===== src/rtl/struct_stream_checker_lfsr.sv =====
// Galois LFSR holding the expected data value; advance takes priority over
// load, and reset/load both return it to SEED.
module galois_lfsr #(
    parameter int unsigned      WIDTH = 8,
    parameter logic [WIDTH-1:0] TAPS  = 8'hB8,
    parameter logic [WIDTH-1:0] SEED  = 8'h01
) (
    input  logic             clock,
    input  logic             clear_n,
    input  logic             advance,
    input  logic             load,
    output logic [WIDTH-1:0] value
);

    logic [WIDTH-1:0] value_q;
    logic [WIDTH-1:0] value_d;

    always_comb begin
        value_d = value_q;
        if (advance) begin
            value_d = (value_q >> 1) ^ (value_q[0] ? TAPS : '0);
        end else if (load) begin
            value_d = SEED;
        end
    end

    always_ff @(posedge clock or negedge clear_n) begin
        if (!clear_n) begin
            value_q <= SEED;
        end else begin
            value_q <= value_d;
        end
    end

    assign value = value_q;

endmodule


===== config.mk =====
export PLATFORM = sky130hd
export DESIGN_NAME = galois_lfsr
export DESIGN_NICKNAME = d
export VERILOG_FILES = /design/src/rtl/struct_stream_checker_lfsr.sv
export SDC_FILE = /design/constraint.sdc
export NUM_CORES = 1
export LEC_CHECK = 0
export BUFFER_PORTS_ARGS = -buffer_cell sky130_fd_sc_hd__buf_2
export CAP_MARGIN = 20
export CORE_AREA = 2 2 39 41
export DETAILED_ROUTE_END_ITERATION = 16
export DIE_AREA = 0 0 41 43
export PLACE_DENSITY_LB_ADDON = 0.25
export SLEW_MARGIN = 10
export SYNTH_ARGS = -nofsm -noshare
export SYNTH_HDL_FRONTEND = slang
export SYNTH_SLANG_ARGS = --single-unit

===== constraint.sdc =====
create_clock -name clock -period 1.1 [get_ports clock]
set_input_delay 0.11 -clock clock [delete_from_list [all_inputs] [get_ports clock]]
set_output_delay 0.11 -clock clock [all_outputs]
set_load 0.05 [all_outputs]

==> impl_metrics.tcl <==
set metrics [dict create \
    start_util_pct 26.4 \
    drive_above_1_share_pct 42.9 \
    via_per_inst 4.35 \
    die_h_um 43 \
    path_buf_inv 1 \
    gp_congestion 0.673 \
    synthToLayoutAreaGrowth_pct 31.8 \
    coreArea_mm2 0.00138 \
    critPathKind "flop to primary output" \
    slowest_stage "dfstp_2" \
    finalClockSkew_ns 0.00156 \
    slowest_delay_ns 0.55 \
    wl_per_cell_um 10.6 \
    cts_tree "done" \
    cp_top_family "flip-flops" \
    setup_viol 0 \
    final_net_count 54 \
    irDropWorstVdd_mv 0.548 \
    port_buffers 11 \
    start_kind "flop" \
    ioPinCount 12 \
    timing.fmax_mhz 941 \
    grt_pass1_wl_um 979 \
    track_usage_pct 9.31 \
    h-tree-depth 1 \
    slew_headroom_pct 83.2 \
    drtAntennaViolNets 0 \
    insertion_delay_ns 0.25 \
    hold_viol 0 \
    layout_commonest_cell "buf_2" \
    status "completed" \
    p_per_area_mw_per_mm2 1920 \
    drt-initial-drc-count 11 \
    wirelength_um 687 \
    syn_avg_cell_area_um2 11.1 \
    grt_max_degree 17 \
    overflow 0 \
    rsz0062_at_grt "no" \
    finalPower_uw 926 \
    drt_pass1_iterations 4 \
    arrival_ns 0.95 \
    cp-end-kind "primary output" \
    post_layout_nonfiller_instances 65 \
    cts.clk_slew.worst_paths_ns 0.05 \
    largest_reg_flops 8 \
    path_cells "buf_6" \
    clock_sinks 8 \
    antenna_found_initial 0 \
    root_buffer "clkbuf_4" \
    drc 0 \
    synth_cell_types 13 \
    cts_made_buffers 3 \
    grt_pass1_vias 231 \
    die_w_um 41 \
    period_share_pct 96.6 \
    vias 283 \
    whs_ns 0.175 \
    tns_ns 0 \
    placementRows 14 \
    syn_area_um2 365 \
    drv_slew 0 \
    critPathRequiredTime_ns 0.99 \
    num_antenna_cells 0 \
    worstMarginPinSlew_ns 0.252 \
    crit_fanout 3 \
    period_minus_slack_ns 1.06 \
    most-common-layout-cells "10 x buf_2, 7 x dfrtp_1, 4 x nand2_1" \
    hold_class "primary input to flop" \
    p_leak_uw 0.000247 \
    place_inst 58 \
    dieArea_mm2 0.00176 \
    cts_buffer_depth 2 \
    maxCapViolations 0 \
    yosysWarningCount 0 \
    seq_area_frac_synth_pct 55.1 \
    netlist_instances 33 \
    synth_seq_cells 8 \
    syn-num-nets 37 \
]
[logic make-up (layout without fill, tap and decap cells)]
| logic type | after synthesis | after routing | synth area share, % |
|---|---|---|---|
| DFF | 8 | 8 | 55.1 |
| and+or+nand+nor | 12 | 12 | 18.1 |
| AOI/OAI and AO/OA | 8 | 8 | 15.1 |
| buffers and inverters | 2 | 18 | 4.45 |
| xor gates and xnor gates | 3 | 3 | 7.19 |
[synthesized netlist by cell type]
master | instances | share of area (%)
a22o_1 | 1 | 2.4
nor3b_1 | 3 | 6.2
a21o_2 | 3 | 7.2
dfstp_2 | 1 | 7.2
nor2_2 | 1 | 1.7
dfrtp_1 | 7 | 48
xor2_1 | 3 | 7.2
nor2_1 | 1 | 1.0
clkbuf_2 | 1 | 1.4
nand2_1 | 4 | 4.1
buf_6 | 1 | 3.1
o21ai_0 | 4 | 5.5
nand2b_1 | 3 | 5.1
[metrics by stage]
step	setup WS (ns)	cell area, um2	util [%]
2_1_floorplan	-0.152	374	-
3_3_place_gp	0.137	424	30.7
3_5_place_dp	0.124	424	30.7
4_1_cts	0.0277	482	34.8
5_1_grt	0.00371	482	34.8
6_report	0.0370	482	34.8
[area by class of cell]
type / count / area [um2]
flip-flops and latches: 8 / 201
well taps: 16 / 20.0
repair buffers: 14 / 86.3
clock buffers: 4 / 26.3
fillers: 143 / 902
multi-input cells: 23 / 148
[final timing paths]
check,to,from,cells after the start,slack (ns)
max in group asynchronous,value[0],clear_n,2,0.63
max reg2reg,value[4],value[0],3,0.07
min,value[2],load,2,0.17
min reg2reg,value[2],value[3],2,0.50
min in group asynchronous,value[5],clear_n,2,0.23
max,value[0],value[0],1,0.04
[where the power goes]
group	internal [uW]	leakage (uW)	total, uW	switching, uW
sequential	340	0.000102	375	34.6
combinational	98.3	0.000130	315	217
clock	139	0.0000150	236	97.5
[timing repair]
item / in CTS / in global routing
buffers inserted: 2 / 0
gates resized for setup: 2 / 0
setup endpoints to repair: 1 / 0
hold buffers: 1 / 0
hold endpoints to repair: 8 / 0
[metal layers]
layer	vias up	global-route usage (%)	share of wire (%)
li1	143	-	-
met1	131	11.6	50
met2	7	9.38	41
met3	2	6.28	6.6
met4	0	10.0	1.6
met5	-	0	0
(Power assumes the default switching activity.)
